`config.mk`:
```
export PLATFORM = sky130hd
export DESIGN_NAME = tile_pattern_gen_flat
export DESIGN_NICKNAME = d
export VERILOG_FILES = /design/src/rtl/tile_pattern_pkg.sv /design/src/rtl/tile_pattern_gen_if.sv /design/src/rtl/lfsr_gen.sv /design/src/rtl/tile_pattern_gen.sv /design/src/flat_wrapper.sv
export SDC_FILE = /design/constraint.sdc
export NUM_CORES = 1
export LEC_CHECK = 0
export CAP_MARGIN = 5
export CORE_ASPECT_RATIO = 1.1
export CORE_UTILIZATION = 45
export DETAILED_ROUTE_END_ITERATION = 12
export PLACE_DENSITY = 0.68
export SETUP_SLACK_MARGIN = 0.2
export SYNTH_ARGS = -nofsm -noshare
export SYNTH_HDL_FRONTEND = slang
export SYNTH_SLANG_ARGS = --single-unit
export TNS_END_PERCENT = 100
```
`constraint.sdc`:
```
create_clock -name clk_in -period 6.53 [get_ports clk_in]
set_input_delay 1.306 -clock clk_in [delete_from_list [all_inputs] [get_ports clk_in]]
set_output_delay 1.306 -clock clk_in [all_outputs]
set_load 0.02 [all_outputs]
```
`src/rtl/tile_pattern_pkg.sv`:
```
// tile_pattern_pkg: shared encodings and constants for the tile
// pattern generator and its random palette source.
package tile_pattern_pkg;

    typedef logic [1:0] mode_t;

    localparam mode_t MODE_CHECKER = 2'd0;
    localparam mode_t MODE_BOX     = 2'd1;
    localparam mode_t MODE_XOR     = 2'd2;
    localparam mode_t MODE_BARS    = 2'd3;

    localparam logic [1:0] ST_IDLE  = 2'd0;
    localparam logic [1:0] ST_FILL  = 2'd1;
    localparam logic [1:0] ST_READY = 2'd2;

    localparam logic [15:0] DEF_SEED = 16'hACE1;
    localparam logic [15:0] DEF_TAPS = 16'hB400;

    localparam int DIM_W = 10;

    // Saturate a random box dimension to the last pixel of the tile.
    function automatic logic [DIM_W-1:0] clamp_dim(
        input logic [DIM_W-1:0] v,
        input logic [DIM_W-1:0] lim
    );
        return (v >= lim) ? lim - DIM_W'(1) : v;
    endfunction

endpackage

```
`src/rtl/tile_pattern_gen_if.sv`:
```
// tile_pattern_gen_if: raster position, control and colour
// bundle between the sync source and the pattern generator.
interface tile_pattern_gen_if
    import tile_pattern_pkg::*;
#(
    parameter int COLOR_W = 4
);
    logic               display_en;
    logic [11:0]        h_count;
    logic [11:0]        v_count;
    mode_t              mode;
    logic               reroll;
    logic [COLOR_W-1:0] r_out;
    logic [COLOR_W-1:0] g_out;
    logic [COLOR_W-1:0] b_out;
    logic               frame_tick;
    logic               busy;

    modport master (
        output display_en, h_count, v_count, mode, reroll,
        input  r_out, g_out, b_out, frame_tick, busy
    );

    modport slave (
        input  display_en, h_count, v_count, mode, reroll,
        output r_out, g_out, b_out, frame_tick, busy
    );
endinterface

```
`src/rtl/lfsr_gen.sv`:
```
// lfsr_gen: Galois LFSR stepping every clock; a non-zero seed
// with maximal-length taps keeps it out of the all-zero state.
module lfsr_gen
    import tile_pattern_pkg::*;
#(
    parameter int          W     = 16,
    parameter logic [W-1:0] SEED = W'(DEF_SEED),
    parameter logic [W-1:0] TAPS = W'(DEF_TAPS),
    parameter int          OUT_W = 12
) (
    input  logic             clk_in,
    input  logic             reset,
    output logic [OUT_W-1:0] rnd
);
    logic [W-1:0] q;

    // Shift right, folding the taps in when a one drops out.
    always_ff @(posedge clk_in) begin
        if (reset) q <= SEED;
        else       q <= (q >> 1) ^ (q[0] ? TAPS : '0);
    end

    assign rnd = q[OUT_W-1:0];
endmodule

```
`src/rtl/tile_pattern_gen.sv`:
```
// tile_pattern_gen: tiled colour patterns over the active raster;
// random palettes are built in a shadow set, swapped at frame start.
module tile_pattern_gen
    import tile_pattern_pkg::*;
#(
    parameter int               COLOR_W    = 4,
    parameter int               TILE_W     = 100,
    parameter int               TILE_H     = 100,
    parameter int               NUM_COLORS = 4,
    parameter int               LFSR_W     = 16,
    parameter logic [LFSR_W-1:0] SEED      = LFSR_W'(DEF_SEED),
    parameter logic [LFSR_W-1:0] TAPS      = LFSR_W'(DEF_TAPS)
) (
    input  logic              clk_in,
    input  logic              reset,
    tile_pattern_gen_if.slave bus
);
    localparam int PAL_W = 3 * COLOR_W;
    localparam int IDX_W = $clog2(NUM_COLORS);
    localparam int RND_W = (PAL_W > DIM_W) ? PAL_W : DIM_W;
    localparam int K_W   = IDX_W + 1;

    localparam logic [DIM_W-1:0] TW_M1 = DIM_W'(TILE_W - 1);
    localparam logic [DIM_W-1:0] TH_M1 = DIM_W'(TILE_H - 1);
    localparam logic [K_W-1:0]   K_BOX = K_W'(NUM_COLORS);

    logic             frame_start;
    logic             line_start;
    logic [DIM_W-1:0] tx_q, tx_cur;
    logic [DIM_W-1:0] ty_q, ty_cur;
    logic [11:0]      col_q, col_cur;
    logic [11:0]      row_q, row_cur;
    mode_t            mode_q, mode_cur;

    logic [PAL_W-1:0] act_pal [NUM_COLORS];
    logic [PAL_W-1:0] shd_pal [NUM_COLORS];
    logic [DIM_W-1:0] act_bw, act_bh;
    logic [DIM_W-1:0] shd_bw, shd_bh;
    logic [DIM_W-1:0] bw_cur, bh_cur;

    logic [1:0]       state;
    logic             pending;
    logic [K_W-1:0]   k;
    logic             swap;

    logic [IDX_W-1:0] idx;
    logic [PAL_W-1:0] pix;
    logic [PAL_W-1:0] rgb_q;
    logic             tick_q;
    logic [RND_W-1:0] rnd;

    lfsr_gen #(
        .W     (LFSR_W),
        .SEED  (SEED),
        .TAPS  (TAPS),
        .OUT_W (RND_W)
    ) u_lfsr (
        .clk_in (clk_in),
        .reset  (reset),
        .rnd    (rnd)
    );

    assign line_start  = bus.display_en && (bus.h_count == 12'd0);
    assign frame_start = line_start && (bus.v_count == 12'd0);

    // Tile position of the pixel on the inputs right now.
    always_comb begin
        tx_cur  = line_start ? '0 : tx_q;
        col_cur = line_start ? '0 : col_q;
        ty_cur  = ty_q;
        row_cur = row_q;
        if (frame_start) begin
            ty_cur  = '0;
            row_cur = '0;
        end else if (line_start) begin
            if (ty_q == TH_M1) begin
                ty_cur  = '0;
                row_cur = row_q + 12'd1;
            end else begin
                ty_cur  = ty_q + DIM_W'(1);
            end
        end
    end

    // Step the tile counters past each active pixel.
    always_ff @(posedge clk_in) begin
        if (reset) begin
            tx_q  <= '0;
            ty_q  <= '0;
            col_q <= '0;
            row_q <= '0;
        end else if (bus.display_en) begin
            ty_q  <= ty_cur;
            row_q <= row_cur;
            if (tx_cur == TW_M1) begin
                tx_q  <= '0;
                col_q <= col_cur + 12'd1;
            end else begin
                tx_q  <= tx_cur + DIM_W'(1);
                col_q <= col_cur;
            end
        end
    end

    // Pattern mode is latched once per frame.
    always_ff @(posedge clk_in) begin
        if (reset)            mode_q <= MODE_CHECKER;
        else if (frame_start) mode_q <= bus.mode;
    end

    assign mode_cur = frame_start ? bus.mode : mode_q;
    assign swap     = frame_start && (state == ST_READY);
    assign bw_cur   = swap ? shd_bw : act_bw;
    assign bh_cur   = swap ? shd_bh : act_bh;

    // Palette index for the current pixel.
    always_comb begin
        idx = '0;
        unique case (mode_cur)
            MODE_CHECKER: idx = IDX_W'(col_cur + row_cur);
            MODE_BOX:     idx = ((tx_cur < bw_cur) && (ty_cur < bh_cur))
                                ? IDX_W'(1) : '0;
            MODE_XOR:     idx = IDX_W'(col_cur ^ row_cur);
            MODE_BARS:    idx = IDX_W'(col_cur);
            default:      idx = '0;
        endcase
    end

    assign pix = swap ? shd_pal[idx] : act_pal[idx];

    // Register colour (black in blanking) and the frame pulse.
    always_ff @(posedge clk_in) begin
        if (reset) begin
            rgb_q  <= '0;
            tick_q <= 1'b0;
        end else begin
            rgb_q  <= bus.display_en ? pix : '0;
            tick_q <= frame_start;
        end
    end

    // Reroll sequencing: fill shadow, wait for frame start, swap.
    always_ff @(posedge clk_in) begin
        if (reset) begin
            state   <= ST_IDLE;
            pending <= 1'b0;
            k       <= '0;
            act_bw  <= DIM_W'(TILE_W / 2);
            act_bh  <= DIM_W'(TILE_H / 2);
            for (int i = 0; i < NUM_COLORS; i++)
                act_pal[i] <= i[0] ? '1 : '0;
        end else begin
            unique case (state)
                ST_IDLE: begin
                    if (bus.reroll || pending) begin
                        state   <= ST_FILL;
                        pending <= 1'b0;
                        k       <= '0;
                    end
                end
                ST_FILL: begin
                    if (bus.reroll) pending <= 1'b1;
                    if (k == K_BOX) state <= ST_READY;
                    else            k     <= k + K_W'(1);
                end
                ST_READY: begin
                    if (bus.reroll) pending <= 1'b1;
                    if (frame_start) begin
                        state   <= ST_IDLE;
                        act_pal <= shd_pal;
                        act_bw  <= shd_bw;
                        act_bh  <= shd_bh;
                    end
                end
                default: state <= ST_IDLE;
            endcase
        end
    end

    // Shadow writes: one palette entry per FILL cycle, then box size.
    always_ff @(posedge clk_in) begin
        if (!reset && (state == ST_FILL)) begin
            if (k == K_BOX) begin
                shd_bw <= clamp_dim(rnd[DIM_W-1:0], DIM_W'(TILE_W));
                shd_bh <= clamp_dim(rnd[DIM_W-1:0], DIM_W'(TILE_H));
            end else begin
                shd_pal[k[IDX_W-1:0]] <= rnd[PAL_W-1:0];
            end
        end
    end

    assign bus.r_out      = rgb_q[PAL_W-1 -: COLOR_W];
    assign bus.g_out      = rgb_q[2*COLOR_W-1 -: COLOR_W];
    assign bus.b_out      = rgb_q[COLOR_W-1:0];
    assign bus.frame_tick = tick_q;
    assign bus.busy       = pending || (state != ST_IDLE);

endmodule

```
`src/flat_wrapper.sv`:
```
// flat-port wrapper written by rule: the top's interface ports become plain ports
module tile_pattern_gen_flat import tile_pattern_pkg::*;
#(
    parameter int               COLOR_W    = 4,
    parameter int               TILE_W     = 100,
    parameter int               TILE_H     = 100,
    parameter int               NUM_COLORS = 4,
    parameter int               LFSR_W     = 16,
    parameter logic [LFSR_W-1:0] SEED      = LFSR_W'(DEF_SEED),
    parameter logic [LFSR_W-1:0] TAPS      = LFSR_W'(DEF_TAPS)
)
  (clk_in, reset, bus_display_en, bus_h_count, bus_v_count, bus_mode, bus_reroll, bus_r_out, bus_g_out, bus_b_out, bus_frame_tick, bus_busy);
  tile_pattern_gen_if #(.COLOR_W(COLOR_W)) bus_i ();
  input  logic clk_in;
  input  logic reset;
  input wire logic [$bits(bus_i.display_en)-1:0] bus_display_en;
  input wire logic [$bits(bus_i.h_count)-1:0] bus_h_count;
  input wire logic [$bits(bus_i.v_count)-1:0] bus_v_count;
  input wire logic [$bits(bus_i.mode)-1:0] bus_mode;
  input wire logic [$bits(bus_i.reroll)-1:0] bus_reroll;
  output wire logic [$bits(bus_i.r_out)-1:0] bus_r_out;
  output wire logic [$bits(bus_i.g_out)-1:0] bus_g_out;
  output wire logic [$bits(bus_i.b_out)-1:0] bus_b_out;
  output wire logic [$bits(bus_i.frame_tick)-1:0] bus_frame_tick;
  output wire logic [$bits(bus_i.busy)-1:0] bus_busy;
  assign bus_i.display_en = bus_display_en;
  assign bus_i.h_count = bus_h_count;
  assign bus_i.v_count = bus_v_count;
  assign bus_i.mode = bus_mode;
  assign bus_i.reroll = bus_reroll;
  assign bus_r_out = bus_i.r_out;
  assign bus_g_out = bus_i.g_out;
  assign bus_b_out = bus_i.b_out;
  assign bus_frame_tick = bus_i.frame_tick;
  assign bus_busy = bus_i.busy;
  tile_pattern_gen #(.COLOR_W(COLOR_W), .TILE_W(TILE_W), .TILE_H(TILE_H), .NUM_COLORS(NUM_COLORS), .LFSR_W(LFSR_W), .SEED(SEED), .TAPS(TAPS)) u_core (.clk_in(clk_in), .reset(reset), .bus(bus_i));
endmodule
```
==> results.cfg <==
[synthesis]
synth_top_family_by_area = simple AND/OR/NAND/NOR gates
ys_warn_count = 0
syn_inst = 732
synth.most_common_cell = nand2_1
synth_cell_type_count = 59
synth-compound-area-share_pct = 9.70
yosysSeqAreaShare_pct = 52.9
synth_xor_area_share_pct = 1.12
synth_common_cells = 136 x nand2_1, 119 x dfxtp_1, 58 x edfxtp_1
synth_area_mm2 = 0.00780
synth_edf_count = 58
yosys.area_share.adder_pct = 4.25
async_flop_share_pct = 0
synth_top_area_share_pct = 30.5
synth_top_flop_cell = dfxtp_1
yosys.area_share.simple_pct = 19.5
synthTopCellsByArea = dfxtp_1 31%, edfxtp_1 22%, nand2_1 6.5%, mux4_2 4.6%, ha_1 3.8%
yosys.area.top_type = dfxtp_1
ys_seq_elements = 177
muxShareOfSynthArea_pct = 9.30
syn_avg_cell_area_um2 = 10.7

[sta]
finalSetupViolations = 0
period_minus_slack_ns = 5.43
relSlewSlack_pct = 45.2
tns_ns = 0
rsz0062_at_grt = false
finalMaxSlewViolations = 0
fmax_mhz = 184
setup_slack_ns = 1.10
finalClockSkew_ns = 0.0156
hold_violations = 0
worst_pin_slew_ns = 0.819
period_share_pct = 83.2

[floorplan]
die_y_um = 140
ios = 44
start_util_pct = 45.8
num_rows = 50
core_area_mm2 = 0.0170
dieArea_mm2 = 0.0179
fp.dieW_um = 128

[detailed_routing]
drc = 0
vias = 5600
ant_nets = 0
drt_wl_total_mm = 16.7
drtPass1Iterations = 5
drtIter0Drc = 346
vias_per_cell = 5.52
post_drt_wl_per_cell_um = 16.4

[global_routing]
antenna_found_initial = 0
track_usage_pct = 20.0
grt_pass1_vias = 5667
grt_first_pass_wirelength_mm = 27.7
overflow = 0
grt_max_degree = 66

[worst_setup_path]
crit_type = input pin to register
cp_max_fo = 24
cp.arrival_ns = 5.75
crit_required_ns = 6.85
cp-start-kind = input pin
end_kind = register

[flow_run]
maxCapViolCount = 0

[clocking]
cts.sinks = 177
post_cts_resize_count = 0
clk_latency_ns = 0.44
hold_buffers = 0
clk_pin_slew_ns = 0.07
numCtsBuffers = 17
htreeDepth = 4
cts_setup_buffers = 0
cts_tree = done
root_buffer = clkbuf_16
cts_buffer_depth = 2

[placed_design]
io_buffers = 43
dp_slack_ns = 0.647
dp_hpwl_mm = 11.4
gp_congestion = 0.945

[final_layout]
multi_input_area_mm2 = 0.00344
final_layout_size_suffix_gt1_share_pct = 10.9
syn_to_final_growth_pct = 15.9
seqCellArea_mm2 = 0.00412
diodes = 0
num-fill-cells = 1454
finalNetCount = 822

[power]
p_comb_share_pct = 4.8
leakagePower_nw = 3.40
switching_power_w = 0.000515
sw_frac_of_total_pct = 22.4
intPower_w = 0.00178
clkPwrFrac_pct = 44.0
power_density_mw_per_mm2 = 254
peakVddDrop_mv = 0.176
seqPwrFrac_pct = 51.2

[min_path]
hold_class = register to register

[status]
outcome = completed
==> logic make-up (layout without fill, tap and decap cells) <==
group	count (synthesis)	in the layout
AO/OA/AOI/OAI	114	114
buffers and inverters	58	105
adder cells (fa/ha/maj)	27	27
multiplexers	37	37
XOR/XNOR	10	10
other	1	3
flip-flops	177	177
AND/OR/NAND/NOR	308	308
==> per-layer routing <==
layer,up-vias,global-route usage (%),share of wire [%]
li1,2690,-,-
met1,2741,24.4,43
met2,151,34.7,51
met3,18,4.13,4.7
met4,0,7.83,1.4
met5,-,0,0
==> final cells by class <==
| class | instances | share of cell area, % |
|---|---|---|
| clock buffers | 18 | 4.75 |
| clock inverters | 14 | 1.70 |
| inverters | 17 | 0.706 |
| multi-input cells | 499 | 38.1 |
| flip-flops and latches | 177 | 45.6 |
| well taps | 234 | 3.24 |
| repair buffers | 56 | 5.92 |
==> power groups by stage <==
| stage | Combinational, W | Sequential (W) | Clock [W] |
|---|---|---|---|
| after floorplan | 0.0000668 | 0.00119 | 0 |
| after global placement | 0.000106 | 0.00120 | 0 |
| after detailed placement | 0.000110 | 0.00120 | 0 |
| after CTS | 0.000111 | 0.00118 | 0.00103 |
| after global routing | 0.000122 | 0.00118 | 0.00107 |
| final | 0.000110 | 0.00118 | 0.00101 |
==> final timing paths <==
path / slack (ns) / cells after the start / end / from
setup / recovery: 1.10 / 17 / u_core.rgb_q[2] / bus_v_count[6]
setup reg to reg: 2.21 / 14 / u_core.rgb_q[2] / u_core.ty_q[0]
hold reg to reg: 0.43 / 1 / u_core.u_lfsr.q[11] / u_core.u_lfsr.q[12]
hold / removal: 0.43 / 1 / u_core.u_lfsr.q[11] / u_core.u_lfsr.q[12]
==> state kept, by name, indices dropped and copies added (netlist names), 3 cells and up <==
signal / flops
u_core.k: 3
u_core.rgb_q: 12
u_core.ty_q: 10
u_core.act_pal: 48
u_core.u_lfsr.q: 16
u_core.shd_bh: 10
u_core.act_bw: 10
u_core.tx_q: 10
u_core.shd_pal: 48
==> placed cells by master, fill, tap and decap left out, types with 4 or more instances in the layout <==
master / count
clkbuf_16: 17
nand4_1: 6
mux4_1: 8
xor2_1: 4
o31ai_1: 6
or2_2: 7
edfxtp_1: 58
nand2b_1: 7
dfxtp_1: 119
inv_1: 17
nor2b_1: 16
nor3_1: 6
a21oi_1: 48
a31oi_1: 4
mux2i_1: 10
clkdlybuf4s50_1: 42
ha_1: 24
and3_1: 10
and2_1: 23
nand2_1: 136
a22o_1: 14
xnor2_1: 6
buf_4: 12
nor2_1: 36
nand3_1: 37
mux4_2: 16
o21ai_0: 22
==> worst max-delay path: stages <==
cell and delay [ns]:
clkdlybuf4s50_1 0.42, or4_4 0.55, nor3_4 0.24, buf_4 0.21
or2_2 0.23, nor2b_1 0.06, o21ai_0 0.15, o31ai_1 0.12
ha_1 0.34, a211oi_1 0.21, o21ai_0 0.14, a221oi_1 0.22
nand2_1 0.13, o311ai_4 0.31, buf_12 0.27, mux4_1 0.58
a22o_1 0.24
==> per-stage QoR <==
step	power [W]	util (%)	instance area (um^2)	hold slack [ns]	instances
finish	0.00229	53.1	9040	0.427	1015
global route	0.00237	53.1	9040	0.452	1015
CTS	0.00231	53.1	9040	0.427	1015
detailed placement	0.00131	49.7	8460	0.403	983
global placement	0.00130	49.7	8460	0.399	983
floorplan	0.00126	-	7810	0.389	734
Note: power is estimated with default switching activity, not from simulation.
